**config.mk**
```make
export PLATFORM = sky130hd
export DESIGN_NAME = kamikaze_ifq
export DESIGN_NICKNAME = d
export VERILOG_FILES = /design/src/rtl/kamikaze_pkg.sv /design/src/rtl/kamikaze_rvc_expand.sv /design/src/rtl/kamikaze_ifq.sv
export SDC_FILE = /design/constraint.sdc
export NUM_CORES = 1
export LEC_CHECK = 0
export ABC_AREA = 1
export BUFFER_PORTS_ARGS = -buffer_cell sky130_fd_sc_hd__buf_2
export CORE_MARGIN = 5
export CORE_UTILIZATION = 34
export DETAILED_ROUTE_END_ITERATION = 16
export SETUP_SLACK_MARGIN = 0.15
export SLEW_MARGIN = 20
export SYNTH_ARGS = -nofsm -noshare
export SYNTH_HDL_FRONTEND = slang
export SYNTH_SLANG_ARGS = --single-unit
```
**constraint.sdc**
```tcl
create_clock -name clk_i -period 19.9 [get_ports clk_i]
set_input_delay 0.995 -clock clk_i [delete_from_list [all_inputs] [get_ports clk_i]]
set_output_delay 0.995 -clock clk_i [all_outputs]
set_load 0.03 [all_outputs]
```
**src/rtl/kamikaze_pkg.sv**
```systemverilog
// Shared definitions for the kamikaze fetch path: RV32I opcodes, RVC quadrants
// and the instruction-queue entry layout.
package kamikaze_pkg;

  localparam logic [6:0] OPC_OP_IMM = 7'h13;
  localparam logic [6:0] OPC_OP     = 7'h33;
  localparam logic [6:0] OPC_LUI    = 7'h37;
  localparam logic [6:0] OPC_JAL    = 7'h6F;
  localparam logic [6:0] OPC_JALR   = 7'h67;
  localparam logic [6:0] OPC_BRANCH = 7'h63;
  localparam logic [6:0] OPC_LOAD   = 7'h03;
  localparam logic [6:0] OPC_STORE  = 7'h23;
  localparam logic [6:0] OPC_SYSTEM = 7'h73;

  localparam logic [1:0] RVC_Q0 = 2'b00;
  localparam logic [1:0] RVC_Q1 = 2'b01;
  localparam logic [1:0] RVC_Q2 = 2'b10;

  typedef struct packed {
    logic [31:0] instr;
    logic [31:0] pc;
    logic        is_compressed;
    logic        illegal;
  } ifq_entry_t;

endpackage

```
**src/rtl/kamikaze_rvc_expand.sv**
```systemverilog
// Combinational RV32C -> RV32I expander; reserved or unsupported encodings
// raise illegal_o and pass the raw halfword through zero-extended.
module kamikaze_rvc_expand
  import kamikaze_pkg::*;
(
  input  logic [15:0] c_i,
  output logic [31:0] instr_o,
  output logic        illegal_o
);

  logic [4:0] rd, rs2, rs1p, rs2p;
  logic       c12;
  logic [31:0] instr;
  logic        ill;

  assign rd   = c_i[11:7];
  assign rs2  = c_i[6:2];
  assign rs1p = {2'b01, c_i[9:7]};
  assign rs2p = {2'b01, c_i[4:2]};
  assign c12  = c_i[12];

  // NOTE: every signal driven here gets a default first, so no path can infer a latch.
  always_comb begin
    instr = '0;
    ill   = 1'b0;
    case (c_i[1:0])
      RVC_Q0: begin
        case (c_i[15:13])
          3'b000: begin
            ill   = (c_i[12:5] == 8'h00);
            instr = {2'b00, c_i[10:7], c_i[12:11], c_i[5], c_i[6], 2'b00, 5'd2, 3'b000, rs2p, OPC_OP_IMM};
          end
          3'b010: instr = {5'b0, c_i[5], c_i[12:10], c_i[6], 2'b00, rs1p, 3'b010, rs2p, OPC_LOAD};
          3'b110: instr = {5'b0, c_i[5], c12, rs2p, rs1p, 3'b010, c_i[11:10], c_i[6], 2'b00, OPC_STORE};
          default: ill = 1'b1;
        endcase
      end
      RVC_Q1: begin
        case (c_i[15:13])
          3'b000: instr = {{7{c12}}, rs2, rd, 3'b000, rd, OPC_OP_IMM};
          3'b001, 3'b101:
            instr = {c12, c_i[8], c_i[10:9], c_i[6], c_i[7], c_i[2], c_i[11], c_i[5:3],
                     c12, {8{c12}}, {4'b0, ~c_i[15]}, OPC_JAL};
          3'b010: instr = {{7{c12}}, rs2, 5'd0, 3'b000, rd, OPC_OP_IMM};
          3'b011: begin
            ill = !c12 && (rs2 == 5'd0);
            if (rd == 5'd2)
              instr = {{3{c12}}, c_i[4:3], c_i[5], c_i[2], c_i[6], 4'b0, 5'd2, 3'b000, 5'd2, OPC_OP_IMM};
            else
              instr = {{15{c12}}, rs2, rd, OPC_LUI};
          end
          3'b100: begin
            case (c_i[11:10])
              2'b00: begin
                ill   = c12;
                instr = {7'b0000000, rs2, rs1p, 3'b101, rs1p, OPC_OP_IMM};
              end
              2'b01: begin
                ill   = c12;
                instr = {7'b0100000, rs2, rs1p, 3'b101, rs1p, OPC_OP_IMM};
              end
              2'b10: instr = {{7{c12}}, rs2, rs1p, 3'b111, rs1p, OPC_OP_IMM};
              default: begin
                ill = c12;  // SUBW/ADDW are RV64-only
                case (c_i[6:5])
                  2'b00:   instr = {7'b0100000, rs2p, rs1p, 3'b000, rs1p, OPC_OP};
                  2'b01:   instr = {7'b0000000, rs2p, rs1p, 3'b100, rs1p, OPC_OP};
                  2'b10:   instr = {7'b0000000, rs2p, rs1p, 3'b110, rs1p, OPC_OP};
                  default: instr = {7'b0000000, rs2p, rs1p, 3'b111, rs1p, OPC_OP};
                endcase
              end
            endcase
          end
          default:  // BEQZ / BNEZ, funct3 low bit selects BEQ vs BNE
            instr = {c12, {3{c12}}, c_i[6:5], c_i[2], 5'd0, rs1p, {2'b00, c_i[13]},
                     c_i[11:10], c_i[4:3], c12, OPC_BRANCH};
        endcase
      end
      RVC_Q2: begin
        case (c_i[15:13])
          3'b000: begin
            ill   = c12;
            instr = {7'b0000000, rs2, rd, 3'b001, rd, OPC_OP_IMM};
          end
          3'b010: begin
            ill   = (rd == 5'd0);
            instr = {4'b0, c_i[3:2], c12, c_i[6:4], 2'b00, 5'd2, 3'b010, rd, OPC_LOAD};
          end
          3'b100: begin
            if (!c12) begin
              if (rs2 == 5'd0) begin
                ill   = (rd == 5'd0);
                instr = {12'h000, rd, 3'b000, 5'd0, OPC_JALR};
              end else begin
                instr = {7'b0000000, rs2, 5'd0, 3'b000, rd, OPC_OP};
              end
            end else if (rs2 == 5'd0) begin
              if (rd == 5'd0) instr = {12'h001, 5'd0, 3'b000, 5'd0, OPC_SYSTEM};
              else            instr = {12'h000, rd, 3'b000, 5'd1, OPC_JALR};
            end else begin
              instr = {7'b0000000, rs2, rd, 3'b000, rd, OPC_OP};
            end
          end
          3'b110: instr = {4'b0, c_i[8:7], c12, rs2, 5'd2, 3'b010, c_i[11:9], 2'b00, OPC_STORE};
          default: ill = 1'b1;
        endcase
      end
      default: ill = 1'b1;
    endcase
    if (c_i == 16'h0000) ill = 1'b1;
    if (ill) instr = {16'h0000, c_i};
  end

  assign instr_o   = instr;
  assign illegal_o = ill;

endmodule

```
**src/rtl/kamikaze_ifq.sv**
```systemverilog
// Instruction fetch queue: expands RVC at enqueue, buffers DEPTH entries and
// presents the registered head slot to decode under valid/ready with flush.
module kamikaze_ifq
  import kamikaze_pkg::*;
#(
  parameter int DEPTH = 4
) (
  input  logic                     clk_i,
  input  logic                     rst_i,
  input  logic [31:0]              instr_i,
  input  logic                     is_compressed_instr_i,
  input  logic                     instr_valid_i,
  input  logic [31:0]              pc_i,
  output logic                     ready_o,
  input  logic                     flush_i,
  output logic [31:0]              instr_o,
  output logic [31:0]              pc_o,
  output logic                     is_compressed_o,
  output logic                     illegal_o,
  output logic                     instr_valid_o,
  input  logic                     deq_ready_i,
  output logic [$clog2(DEPTH):0]   count_o
);

  localparam int PTR_W = $clog2(DEPTH);
  localparam int CNT_W = PTR_W + 1;

  ifq_entry_t             slots [DEPTH];
  logic [PTR_W-1:0]       rd_ptr, wr_ptr;
  logic [CNT_W-1:0]       count;
  logic [31:0]            exp_instr;
  logic                   exp_illegal;
  ifq_entry_t             wr_entry, head;
  logic                   enq, deq;

  kamikaze_rvc_expand u_expand (
    .c_i       (instr_i[15:0]),
    .instr_o   (exp_instr),
    .illegal_o (exp_illegal)
  );

  assign wr_entry.instr         = is_compressed_instr_i ? exp_instr : instr_i;
  assign wr_entry.pc            = pc_i;
  assign wr_entry.is_compressed = is_compressed_instr_i;
  assign wr_entry.illegal       = is_compressed_instr_i && exp_illegal;

  // Handshakes depend only on registered count, never on deq_ready_i.
  assign ready_o       = (count != CNT_W'(DEPTH));
  assign instr_valid_o = (count != '0);
  assign enq           = instr_valid_i && ready_o;
  assign deq           = instr_valid_o && deq_ready_i;

  // NOTE: storage is reset too, so the head outputs read back as zero out of reset.
  // NOTE: sequential state uses non-blocking assignments only, so every read sees pre-edge values.
  always_ff @(posedge clk_i or posedge rst_i) begin
    if (rst_i) begin
      for (int i = 0; i < DEPTH; i++) slots[i] <= '0;
      rd_ptr <= '0;
      wr_ptr <= '0;
      count  <= '0;
    end else if (flush_i) begin
      rd_ptr <= '0;
      wr_ptr <= '0;
      count  <= '0;
    end else begin
      if (enq) begin
        slots[wr_ptr] <= wr_entry;
        wr_ptr        <= wr_ptr + 1'b1;
      end
      if (deq) rd_ptr <= rd_ptr + 1'b1;
      case ({enq, deq})
        2'b10:   count <= count + 1'b1;
        2'b01:   count <= count - 1'b1;
        default: count <= count;
      endcase
    end
  end

  assign head            = slots[rd_ptr];
  assign instr_o         = head.instr;
  assign pc_o            = head.pc;
  assign is_compressed_o = head.is_compressed;
  assign illegal_o       = head.illegal;
  assign count_o         = count;

endmodule

```
# [Yosys cells after proc, flatten, opt, wreduce, memory -nomap -nowiden]
# Cells that the tools add are included.
[classes] add_sub_neg=4 magnitude_cmp=3 eq_ne=16 mux=33 bitwise_logic=4 n_reduce_logical=21
[ops] operator="bitwise mux 264 bit" count=1
[ops] operator="2-to-1 mux 66 bit" count=3
[ops] operator="one-hot mux 32 bit (3 select lines)" count=2
[ops] operator="one-hot mux 32 bit (5 select lines)" count=1
[ops] operator="binary-select mux 66 bit (select 2 bit)" count=1
[ops] operator="demux 66 bit (select 2 bit)" count=1
[ops] operator="one-hot mux 32 bit (4 select lines)" count=1
[ops] operator="one-hot mux 31 bit (3 select lines)" count=1
[ops] operator="one-hot mux 30 bit (3 select lines)" count=1
[ops] operator="2-to-1 mux 25 bit" count=3
[ops] operator="2-to-1 mux 32 bit" count=2
[ops] operator="2-to-1 mux 29 bit" count=1
[ops] operator="2-to-1 mux 21 bit" count=1
[ops] operator="zero test 16 bit" count=1
[ops] operator="zero test 5 bit" count=2
[ops] operator="== test 3 bit (second input constant)" count=3
[ops] operator="== test 2 x 1 -> 1 bit (second input constant)" count=4
[ops] operator="== test 2 bit (second input constant)" count=4
[ops] operator="zero test 8 bit" count=1
[ops] operator="2-to-1 mux 2 bit" count=4
[ops] operator="== test 3 x 2 -> 1 bit (second input constant)" count=2
[ops] operator="greater-or-equal comparator 3 bit (second input constant)" count=2
[ops] operator="zero test 2 bit" count=3
[ops] operator="inverter 2 -> 3 bit" count=2
[ops] operator="other kinds (21)" count=34
[totals] ff_bits=271 inputBits=70 out_inout_bits=71 word_cells=100

# [Longest topological paths before layout]
[depth] depth_word=9 mapped_depth=15 mapped_depth_nobuf=14

# [Modules after synthesis]
# From an unflattened synthesis, not the netlist that was laid out.
[unflattened] cells_unflattened=1937 hier_area_um2=14204.9
[modules_own_cells] mod="kamikaze_ifq" n_inst=1 cells_each=1550 area_per_inst_um2=12413.2 seq_area_each_um2=6781.5
[modules_own_cells] mod="kamikaze_rvc_expand" n_inst=1 cells_each=387 area_per_inst_um2=1791.7 seq_area_each_um2=0.0

# [Worst setup path before layout]
# Ideal clock, no wire load.
[synth_path] path_kind="reg2out" from="register rd_ptr[0]" to="output port instr_o[10]" arrival_time_ps=1763 required_time_ps=18905 path_slack_ps=17142 stages_incl_launch_ff=7 path_buffers=3 path_cell_list="dfrtp_1 -> clkbuf_1 -> inv_1 -> clkbuf_1 -> buf_1 -> nor2_1 -> o22ai_1"
[synth_via] elab_chain_len=4
[synth_rtl] element="start: declaration" line="kamikaze_ifq.sv:29" source="logic [PTR_W-1:0] rd_ptr, wr_ptr;"
[synth_rtl] element="start signal: assignment" line="kamikaze_ifq.sv:70" source="if (deq) rd_ptr <= rd_ptr + 1'b1;"
[synth_rtl] element="inverter 2 -> 3 bit (not written as such)" line="kamikaze_ifq.sv:79" source="assign head = slots[rd_ptr];"
[synth_rtl] element="binary-select mux 66 bit (select 2 bit)" line="kamikaze_ifq.sv:79"
[synth_rtl] element="2-to-1 mux 66 bit (not written as such) (2 in series)" line="kamikaze_ifq.sv:79"
[synth_rtl] element="end: declaration" line="kamikaze_ifq.sv:16" source="output logic [31:0] instr_o,"
# No other way between the ends. The select of a mux whose other input is x is not followed.

# [Worst setup path in the final report]
[layout_path] from="register rd_ptr[0]" to="output port instr_o[3]"
# Same word-level chain as after synthesis.

==> metrics.md <==
| Metric | Value |
|---|---|
| CP arrival | `3390 ps` |
| Sequential share of the synthesized area | `0.492` |
| # port buffers | `140` |
| Global-route wire length before repair | `75.6 mm` |
| Worst R2R End | `slots[111]$_DFFE_PP0P_` |
| GPL Wtd Cong | `0.979` |
| Initial antenna violation count | `1` |
| Cell Pwr Density | `153 mW/mm²` |
| Worst skew pair latency | `550 ps` |
| Yosys reg bits | `271` |
| Core ar. | `0.0399 mm²` |
| Initial Util | `0.345` |
| Share of layout cells above drive strength 1 | `0.121` |
| Critical path class | `register to primary output` |
| Yosys cell types | `30` |
| Total Wirelength | `48.0 mm` |
| Area growth syn-to-layout | `15.6%` |
| Peak VDD IR | `0.000105 V` |
| Fin Setup TNS | `0 ps` |
| Min cycle time layout | `4380 ps` |
| Num ports | `141` |
| Slew margin rel. | `0.354` |
| Via Count | `13.2k` |
| # setup viols final | `0` |
| Status | `finished, final reports clean` |
| Worst Setup End Kind | `primary output` |
| CP max stage cell | `buf_4` |
| Vias in the first global route | `12.9k` |
| Root Buffer Master | `clkbuf_16` |
| Synthesized instance count | `1940` |
| Pwr Total | `2.44 mW` |
| 1st-iter DRT viols | `1309` |
| Clk buf depth | `3` |
| Fmax | `0.228 GHz` |
| Worst-case reg-to-reg path depth | `9` |
| Wire per inst | `18.7 µm` |
| Avg Cell Area, Syn | `7.10 µm²` |
| Num CTS Buffers | `34` |
| Nets | `2096` |
| Clock Pin Slew Worst Setup and Hold Paths | `60 ps` |
| Worst Path Required | `18910 ps` |
| Detailed placer's ending HPWL | `29.7 mm` |
| Die W | `211 µm` |
| Reg-to-Reg Start | `count_o[0]$_DFFE_PP0P_` |
| Capture point of the worst path | `instr_o[3]` |
| Synth warn | `0` |
| CTS tree | `done` |
| Post-Syn Area | `0.0138 mm²` |
| Most common cell after layout, fill and taps aside | `nand2_1` |
| DRT antenna net count | `0` |
| Max-Cap Viols | `0` |
| Total gr overflow | `0` |
| Hold Path Class | `register to register` |
| First-pass detailed-route iteration total | `7` |
| Slew @ Worst Pin | `969 ps` |
| Hold Vio Cnt, Final | `0` |
| Total GRT Usage | `0.213` |
| Final Hold Slack | `470 ps` |
| Worst path bufs/invs | `3` |
| Crit Path Max Fanout | `78` |
| CTS resizes | `0` |
| Most frequent cells in the layout | `949 x nand2_1, 269 x dfrtp_1, 178 x nor2_1` |
| Post-CTS Hold Buffers | `0` |
| Worst R2R Setup Slack | `16650 ps` |
| Vias per inst | `5.13` |
| Htree depth | `2` |
| Worst setup path start | `rd_ptr[0]$_DFFE_PP0P_` |
| Crit. path cell count | `5` |
| Die H | `211 µm` |
| Unrepaired setup endpoints after global routing | `false` |
| Largest net degree at the start of global routing | `137` |
| Crit-path max cell delay | `750 ps` |
| CTS Sinks | `271` |
| Cell Chain, Critical Path | `inv_4, buf_4, o21ai_0, o22ai_1, buf_2` |
| Leakage | `8.73 nW` |
| Detailed-route DRC error count | `0` |
| Fin. max-slew vios | `0` |
| Delay-heaviest family, CP | `buffers and inverters` |
| Final period utilization | `0.220` |
| Post-CTS setup buffer count | `0` |
| Synth Net Count | `2015` |
| Die footprint | `0.0446 mm²` |
| Worst Setup Start Kind | `register` |
| Rows | `73` |
| Clock skew | `23.6 ps` |
[area by class of cell]
| cell class | instances | area [µm²] |
|---|---|---|
| clock inverters | 16 | 156 |
| repair buffers | 157 | 828 |
| well taps | 525 | 657 |
| multi-input cells | 1496 | 6300 |
| diodes | 1 | 2.50 |
| inverters | 61 | 243 |
| fillers | 4175 | 24000 |
| flip-flops and latches | 271 | 6790 |
| clock buffers | 45 | 943 |
[worst reg2reg max path, delay by kind of cell (launching register included)]
family        cells  cell delay, ps
flops             1             380
buf+inv           3            1390
simple gates      6            1430
[routing by layer]
metal,vias to the layer above,track usage,wire (µm)
li1,6316,-,-
met1,6349,0.296,21400
met2,450,0.343,22500
met3,71,0.0356,3040
met4,0,0.0635,1120
met5,-,0,0
[synth_stat cells]
cell type	n	share of area
xor2_1	2	0.0013
a31oi_1	1	0.00045
a32oi_1	1	0.00064
nand4_1	6	0.0027
nor2_2	1	0.00045
nand3_2	1	0.00073
nand2_2	16	0.0073
fa_1	1	0.0015
buf_2	21	0.0076
inv_2	7	0.0019
a211oi_1	1	0.00055
nand2_1	953	0.26
o22ai_1	70	0.032
o211ai_1	6	0.0033
ha_1	4	0.0036
a22o_1	1	0.00064
nor2_4	2	0.0016
buf_1	6	0.0016
inv_1	54	0.015
xnor2_1	1	0.00064
dfrtp_1	271	0.49
nand3b_1	1	0.00055
a21oi_1	17	0.0062
clkbuf_1	82	0.022
o21ai_0	170	0.062
buf_6	3	0.0025
nor2_1	178	0.049
o31ai_1	1	0.00055
nand3_1	57	0.021
nor3_1	5	0.0018
[state kept, by name, summed over array words and instances (netlist names)]
signal,count
wr_ptr,2
rd_ptr,2
slots,264
count_o,3
[cells by family after synthesis]
kind of cell    synth area share
compound gates             0.106
xor+xnor                 0.00191
fa+ha+maj                0.00509
buf+inv                   0.0507
flops                      0.492
simple gates               0.344
[stage by stage]
| stage | worst slack [ps] | utilization | cells | area, µm² |
|---|---|---|---|---|
| after global routing | 15340 | 0.399 | 2572 | 15900 |
| after floorplan | 11440 | - | 1940 | 13800 |
| final | 15520 | 0.399 | 2572 | 15900 |
| after detailed placement | 16130 | 0.371 | 2510 | 14800 |
| after CTS | 15550 | 0.399 | 2571 | 15900 |
| after global placement | 16180 | 0.371 | 2510 | 14800 |
[worst min-delay path by stage]
stage	from	slack, ps	to	cells after the start
CTS	slots[187]$_DFFE_PP0P_	470	slots[187]$_DFFE_PP0P_	2
detailed placement	slots[80]$_DFFE_PP0P_	460	slots[80]$_DFFE_PP0P_	2
global placement	slots[187]$_DFFE_PP0P_	460	slots[187]$_DFFE_PP0P_	2
floorplan	slots[99]$_DFFE_PP0P_	440	slots[99]$_DFFE_PP0P_	2
global route	slots[148]$_DFFE_PP0P_	490	slots[148]$_DFFE_PP0P_	2
finish	slots[152]$_DFFE_PP0P_	470	slots[152]$_DFFE_PP0P_	2
[power breakdown]
group	switching [mW]	internal, mW	total (mW)
clock	0.254	0.363	0.617
combinational	0.636	0.275	0.911
sequential	0.133	0.776	0.908
Power figures use the tool's default switching activity.
